[src/rtl/dm_arbiter.sv]
// Single-port DM arbiter: the CPU owns the port; one pending debug read is served in a free
// slot or forced after STARVE_MAX denied cycles. DM_ARB_STATS_EN adds grant/stall counters.
module dm_arbiter #(
  parameter int ADDR_W     = 10,
  parameter int DATA_W     = 32,
  parameter int STARVE_MAX = 4
) (
  input  logic              clk,
  input  logic              rst,
  input  logic              cpu_re,
  input  logic              cpu_we,
  input  logic [ADDR_W-1:0] cpu_addr,
  input  logic [DATA_W-1:0] cpu_wdata,
  output logic [DATA_W-1:0] cpu_rdata,
  output logic              cpu_stall,
  input  logic              dbg_req,
  input  logic [ADDR_W-1:0] dbg_addr,
  output logic              dbg_busy,
  output logic [DATA_W-1:0] dbg_rdata,
  output logic              dbg_valid,
  output logic [ADDR_W-1:0] dm_addr,
  output logic [DATA_W-1:0] dm_wdata,
  output logic              dm_re,
  output logic              dm_we,
  input  logic [DATA_W-1:0] dm_rdata
`ifdef DM_ARB_STATS_EN
  ,
  output logic [15:0]       stall_cnt,
  output logic [15:0]       dbg_cnt
`endif
);

  typedef enum logic {S_IDLE, S_PEND} state_t;

  localparam logic [3:0] STARVE_LIM = 4'(STARVE_MAX);

  state_t            state_q, state_d;
  logic [ADDR_W-1:0] pend_addr_q, pend_addr_d;
  logic [3:0]        starve_q, starve_d;
  logic              pend, cpu_use, starve_full, dbg_grant, forced;

  always_comb begin
    pend        = (state_q == S_PEND);
    cpu_use     = cpu_re | cpu_we;
    starve_full = (starve_q == STARVE_LIM);
    dbg_grant   = pend && (!cpu_use || starve_full);
    forced      = pend && cpu_use && starve_full;

    state_d     = state_q;
    pend_addr_d = pend_addr_q;
    starve_d    = starve_q;

    // A grant frees the slot, so a request on the same edge is captured immediately.
    if (!pend || dbg_grant) begin
      starve_d = '0;
      if (dbg_req) begin
        state_d     = S_PEND;
        pend_addr_d = dbg_addr;
      end else begin
        state_d = S_IDLE;
      end
    end else if (!starve_full) begin
      starve_d = starve_q + 4'd1;
    end

    cpu_stall = forced;
    dbg_busy  = pend;
    cpu_rdata = dm_rdata;

    if (dbg_grant) begin
      dm_addr  = pend_addr_q;
      dm_wdata = '0;
      dm_re    = 1'b1;
      dm_we    = 1'b0;
    end else begin
      dm_addr  = cpu_addr;
      dm_wdata = cpu_wdata;
      dm_re    = cpu_re;
      dm_we    = cpu_we;
    end
  end

  always_ff @(posedge clk or negedge rst) begin
    if (!rst) begin
      state_q     <= S_IDLE;
      pend_addr_q <= '0;
      starve_q    <= '0;
      dbg_rdata   <= '0;
      dbg_valid   <= 1'b0;
    end else begin
      state_q     <= state_d;
      pend_addr_q <= pend_addr_d;
      starve_q    <= starve_d;
      dbg_valid   <= dbg_grant;
      if (dbg_grant) dbg_rdata <= dm_rdata;
    end
  end

`ifdef DM_ARB_STATS_EN
  always_ff @(posedge clk or negedge rst) begin
    if (!rst) begin
      stall_cnt <= '0;
      dbg_cnt   <= '0;
    end else begin
      if (forced && stall_cnt != '1) stall_cnt <= stall_cnt + 16'd1;
      if (dbg_grant && dbg_cnt != '1) dbg_cnt <= dbg_cnt + 16'd1;
    end
  end
`endif

endmodule

[config.mk]
export PLATFORM = sky130hd
export DESIGN_NAME = dm_arbiter
export DESIGN_NICKNAME = d
export VERILOG_FILES = /design/src/rtl/dm_arbiter.sv
export SDC_FILE = /design/constraint.sdc
export NUM_CORES = 1
export LEC_CHECK = 0
export CAP_MARGIN = 20
export CORE_AREA = 2 2 86 88
export DETAILED_ROUTE_END_ITERATION = 6
export DIE_AREA = 0 0 88 90
export GPL_TIMING_DRIVEN = 0
export PLACE_DENSITY = 0.95
export SLEW_MARGIN = 20
export SYNTH_ARGS = -nofsm -noshare
export SYNTH_HDL_FRONTEND = slang
export SYNTH_SLANG_ARGS = --single-unit
[constraint.sdc]
create_clock -name clk -period 5.6 [get_ports clk]
set_clock_uncertainty 0.05 [all_clocks]
set_input_delay 0.56 -clock clk [delete_from_list [all_inputs] [get_ports clk]]
set_output_delay 0.56 -clock clk [all_outputs]
set_load 0.05 [all_outputs]
==> impl_metrics.toml, run 1 <==
[worst_setup_path]
critPathKind = "primary input to output pin"
required_ns = 4.99
critical_path_peak_fanout = 10
cp.arrival_ns = 2.80
start_kind = "primary input"
critPathCaptureType = "output pin"

[clock_network]
cts_hold_buf = 0
clock-sinks = 48
clk-insertion-delay-late_ns = 0.29
tritoncts = "yes"
h-tree-depth = 2
cts_root_buf = "clkbuf_8"
numCtsBuffers = 5
clkTransAtPathRegs_ns = 0.09
post_cts_resized = 0
clockBufferDepth = 2
post_cts_buffers = 0

[sta]
tns_ns = 0
max_freq_ghz = 0.2937
period_share = 0.6081
rsz0062_at_grt = "no"
setup_violations = 0
hold_viol_final = 0
finalMaxSlewViolations = 0
period_needed_ns = 3.405
finalWorstSetupSlack_ns = 2.195
relSlewSlack = 0.5975
tightestPinTransition_ns = 0.6037

[floorplan]
start_util = 0.3529
rows = 31
die_area_um2 = 7920
core_region_area_um2 = 7020
die_w_um = 88
die_h_um = 90
pin_count = 200

[synth]
syn_area_um2 = 2477
synth_top_area_cell = "dfrtp_1"
syn_avg_cell_area_um2 = 12.58
synth_edf_count = 0
syn_inst = 197
ys.flop_type = "dfrtp_1"
yosysMostFrequentCell = "dfrtp_1"
syn_nets = 288
async_flop_share = 1.000
yosysSeqAreaShare = 0.4848
synth_top_area_frac = 0.4848
yosys_warnings = 0
synthDistinctLibCells = 23
synth_commonest_cells = "dfrtp_1 (48), mux2_2 (46), buf_4 (35), and2_1 (33), mux2_4 (6)"
synth.area.top_cells = "dfrtp_1 (48%), mux2_2 (21%), buf_4 (11%)"
synth-seq-cells = 48

[detailed_routing]
ant_nets = 0
finalWirelength_mm = 7.229
num_vias = 2169
vias_per_cell = 4.304
wire_per_inst_um = 14.34
drt_pass1_iterations = 4
drtIter0Drc = 11
drc = 0

[pwr]
powerDensity_nw_per_um2 = 485.0
leakage_nw = 1.988
ir_drop_mv = 0.3424
power.total_mw = 2.280

[flow_run]
cap_violations = 0

[global_route]
use_met3 = 0.06887
grt_start_max_net_pins = 26
grt_usage = 0.1776
gr-max-usage-layer = "met2"
grtUsageMet1 = 0.1722
antenna_found_initial = 0
grt_pass1_vias = 2384
grt_pass1_wl_mm = 11.11
grt-ovfl-total = 0
met2_usage = 0.3441

[layout]
fillCellCount = 539
area_delta_synth_final_pct = 89.75
antenna_cells = 0
drive_above_1_share = 0.2543
final_nets = 495

[placed_design]
place.gp.congestion = 0.7180
post-place-ws_ns = 2.147
dp_hpwl_mm = 6.059
portBuffers = 199

[hold_path]
hp-class = "primary input to async pin"

[status]
status = "finished clean"
==> state kept, by name, summed over array words and instances, names as in the netlist <==
signal,cells
dbg_busy,1
dbg_rdata,32
dbg_valid,1
pend_addr_q,10
starve_q,4
==> placed cells by master (no fill, tap or decap), types with 2 or more instances in the layout <==
cell,n
and2_1,33
buf_2,2
buf_4,35
buf_6,2
clkbuf_1,2
clkbuf_2,2
clkbuf_8,5
clkdlybuf4s50_1,198
dfrtp_1,48
ha_1,2
inv_1,3
mux2_2,46
mux2_4,6
nand2_1,2
nand2b_1,2
nor2_1,5
==> routing by layer <==
metal | vias up | part of all wire
li1 | 1033 | -
met1 | 1023 | 0.35
met2 | 109 | 0.54
met3 | 4 | 0.096
met4 | 0 | 0.0058
met5 | - | 0
==> critical path: stages <==
cell,delay [ns]
clkdlybuf4s50_1,0.52
nor2_1,0.09
o21ai_2,0.25
buf_6,0.20
buf_6,0.16
mux2_4,0.30
clkdlybuf4s50_1,0.71
==> worst paths after layout <==
check,from,to,slack (ns),depth (start not counted)
min,rst,dbg_rdata[21]$_DFFE_PN0P_,0.21,1
max in group asynchronous,rst,dbg_rdata[9]$_DFFE_PN0P_,4.75,2
max,cpu_re,dm_addr[3],2.19,7
min reg2reg,starve_q[0]$_DFFE_PN0P_,starve_q[0]$_DFFE_PN0P_,0.45,1
min in group clk,starve_q[0]$_DFFE_PN0P_,starve_q[0]$_DFFE_PN0P_,0.45,1
max reg2reg,starve_q[0]$_DFFE_PN0P_,dbg_rdata[31]$_DFFE_PN0P_,3.73,6
==> logic make-up after synthesis <==
family	Yosys count	synth area share
adder cells (fa/ha/maj)	2	0.01010
XOR/XNOR	2	0.007072
multiplexers	52	0.2455
AO/OA/AOI/OAI	4	0.01515
buffers and inverters	43	0.1258
flip-flops	48	0.4848
AND/OR/NAND/NOR	46	0.1116
==> final cells by class <==
class / count / area, um^2 / share of cell area
Timing Repair Buffer: 200 / 2014 / 0.4285
Sequential cell: 48 / 1201 / 0.2555
Inverter: 3 / 11.26 / 0.002396
Buffer: 40 / 300.3 / 0.06388
Multi-Input combinational cell: 106 / 964.7 / 0.2052
Clock inverter: 1 / 8.758 / 0.001863
Clock buffer: 7 / 76.32 / 0.01624
Tap cell: 99 / 123.9 / 0.02635
==> report_power, final <==
group	switching (mW)	internal, mW	leakage (nW)
Combinational	0.906	0.579	1.38
Sequential	0.0866	0.507	0.567
Clock	0.112	0.0894	0.0424
==> metrics by stage <==
step           std cells  hold WS [ns]  cell area, um^2    util
5_1_grt              504        0.2350             4701  0.6696
4_1_cts              504        0.2258             4701  0.6696
2_1_floorplan        197        0.2144             2477       -
6_report             504        0.2119             4701  0.6696
3_5_place_dp         496        0.4416             4616  0.6575
3_3_place_gp         495        0.4230             4593  0.6543
No activity file was read; power rests on OpenSTA's default activity.
==> run 2, diff against run 1 <==
Settings changed: CORE_AREA 2 2 86 88 to 2 2 94 96, DIE_AREA 0 0 88 90 to 0 0 96 98, PLACE_DENSITY 0.95 to 0.88.
Clock period 5.6 ns to 2.9 ns, I/O delays scaled along.
==> impl_metrics.toml, run 2 (synthesis results as in run 1) <==
[layout]
largest-register = "dbg_rdata"
utilization = 0.5474
area_delta_synth_final_pct = 87.07
stdcell_area_um2 = 4634
drive_above_1_share = 0.3300
final_common_cell = "clkdlybuf4s50_1"
antenna_cells = 0
final_nets = 496
largest_reg_flops = 32
fillCellCount = 698
stdcell_count = 514
seq_area_um2 = 1201
mostFrequentLayoutCells = "clkdlybuf4s50_1 (155), dfrtp_1 (48), mux2_2 (46), buf_4 (35), and2_1 (33)"
multi_input_area_um2 = 972.2
top_regs = "dbg_rdata: 32 flops, pend_addr_q: 10 flops, starve_q: 4 flops"

[placed_design]
place_area_um2 = 4619
dp_hpwl_mm = 6.135
portBuffers = 199
placed_cells = 505
post-place-ws_ns = -0.04993
place.gp.congestion = 0.7129

[detailed_routing]
ant_nets = 0
wire_per_inst_um = 14.74
drt_pass1_iterations = 4
finalWirelength_mm = 7.577
num_vias = 2244
drc = 0
drtIter0Drc = 12
vias_per_cell = 4.366

[worst_setup_path]
critPathCaptureType = "output pin"
critPathKind = "flip-flop to output pin"
cp.arrival_ns = 2.43
required_ns = 2.56
start_kind = "flip-flop"
critical_path_peak_fanout = 10

[global_route]
grt-ovfl-total = 0
grt_usage = 0.1584
antenna_found_initial = 0
grt_pass1_vias = 2339
grt_pass1_wl_mm = 11.58
grt_start_max_net_pins = 26

[pwr]
power.total_mw = 4.376
powerDensity_nw_per_um2 = 944.2
leakage_nw = 2.024
ir_drop_mv = 0.5587

[floorplan]
die_w_um = 96
start_util = 0.2926
die_h_um = 98
die_area_um2 = 9408
pin_count = 200
core_region_area_um2 = 8466
rows = 34

[sta]
tns_ns = 0
relSlewSlack = 0.6036
rsz0062_at_grt = "no"
period_share = 0.9548
finalWorstSetupSlack_ns = 0.1312
setup_violations = 0
hold_viol_final = 0
tightestPinTransition_ns = 0.5945
period_needed_ns = 2.769
finalMaxSlewViolations = 0
holdWs_ns = 0.4609
max_freq_ghz = 0.3612

[status]
status = "finished clean"

[clock_network]
h-tree-depth = 2
post_cts_buffers = 0
tritoncts = "yes"
clock-sinks = 48
clk-insertion-delay-late_ns = 0.29
clkTransAtPathRegs_ns = 0.09
clockBufferDepth = 2
cts_root_buf = "clkbuf_8"
numCtsBuffers = 5

[flow_run]
cap_violations = 0

[hold_path]
hp-class = "flip-flop to flip-flop"
-- run 2: area by class of cell --
class / instances / area share
timing repair buffer: 201 / 0.4144
buffer: 40 / 0.06479
clock inverter: 1 / 0.001620
clock buffer: 7 / 0.01863
inverter: 3 / 0.002430
sequential: 48 / 0.2592
tap: 108 / 0.02916
multi-input combinational: 106 / 0.2098
-- run 2: path summary, 6_finish.rpt --
| path | start | to | slack, ns | depth (start not counted) |
|---|---|---|---|---|
| min | dbg_rdata[0]$_DFFE_PN0P_ | dbg_rdata[0]$_DFFE_PN0P_ | 0.46 | 1 |
| min in group asynchronous | rst | dbg_rdata[28]$_DFFE_PN0P_ | 0.48 | 2 |
| max | starve_q[0]$_DFFE_PN0P_ | dm_addr[0] | 0.13 | 7 |
| max reg2reg | starve_q[0]$_DFFE_PN0P_ | dbg_rdata[3]$_DFFE_PN0P_ | 1.04 | 6 |
| min reg2reg | dbg_rdata[0]$_DFFE_PN0P_ | dbg_rdata[0]$_DFFE_PN0P_ | 0.46 | 1 |
| max in group asynchronous | rst | dbg_rdata[9]$_DFFE_PN0P_ | 1.78 | 3 |
-- run 2: power breakdown --
part | leakage, nW | switching, mW | internal (mW) | total (mW)
Combinational | 1.41 | 1.77 | 1.05 | 2.81
Clock | 0.0445 | 0.228 | 0.194 | 0.423
Sequential | 0.567 | 0.163 | 0.979 | 1.14
Total | 2.02 | 2.16 | 2.22 | 4.38
-- run 2: layer usage --
metal	track usage	up-vias	wire length [um]
met5	0	-	0
met3	0.06019	8	926
met1	0.1685	1061	2725
met4	0.03736	0	94
met2	0.2895	138	3830
li1	-	1037	-
-- run 2: what timing repair did --
action / 4_1_cts / 5_1_grt
endpoints found under the hold margin: 24 / 0
endpoints found under the setup margin: 43 / 26
hold buffers: 1 / 0
gates resized for setup: 64 / 46
-- run 2: critical path, stage by stage, from the launching register on --
cell and delay, ns:
dfrtp_1 0.41, inv_1 0.06, ha_1 0.21, and3b_4 0.22, o21ai_4 0.20, buf_4 0.25, mux2_2 0.36, dlygate4sd2_1 0.42
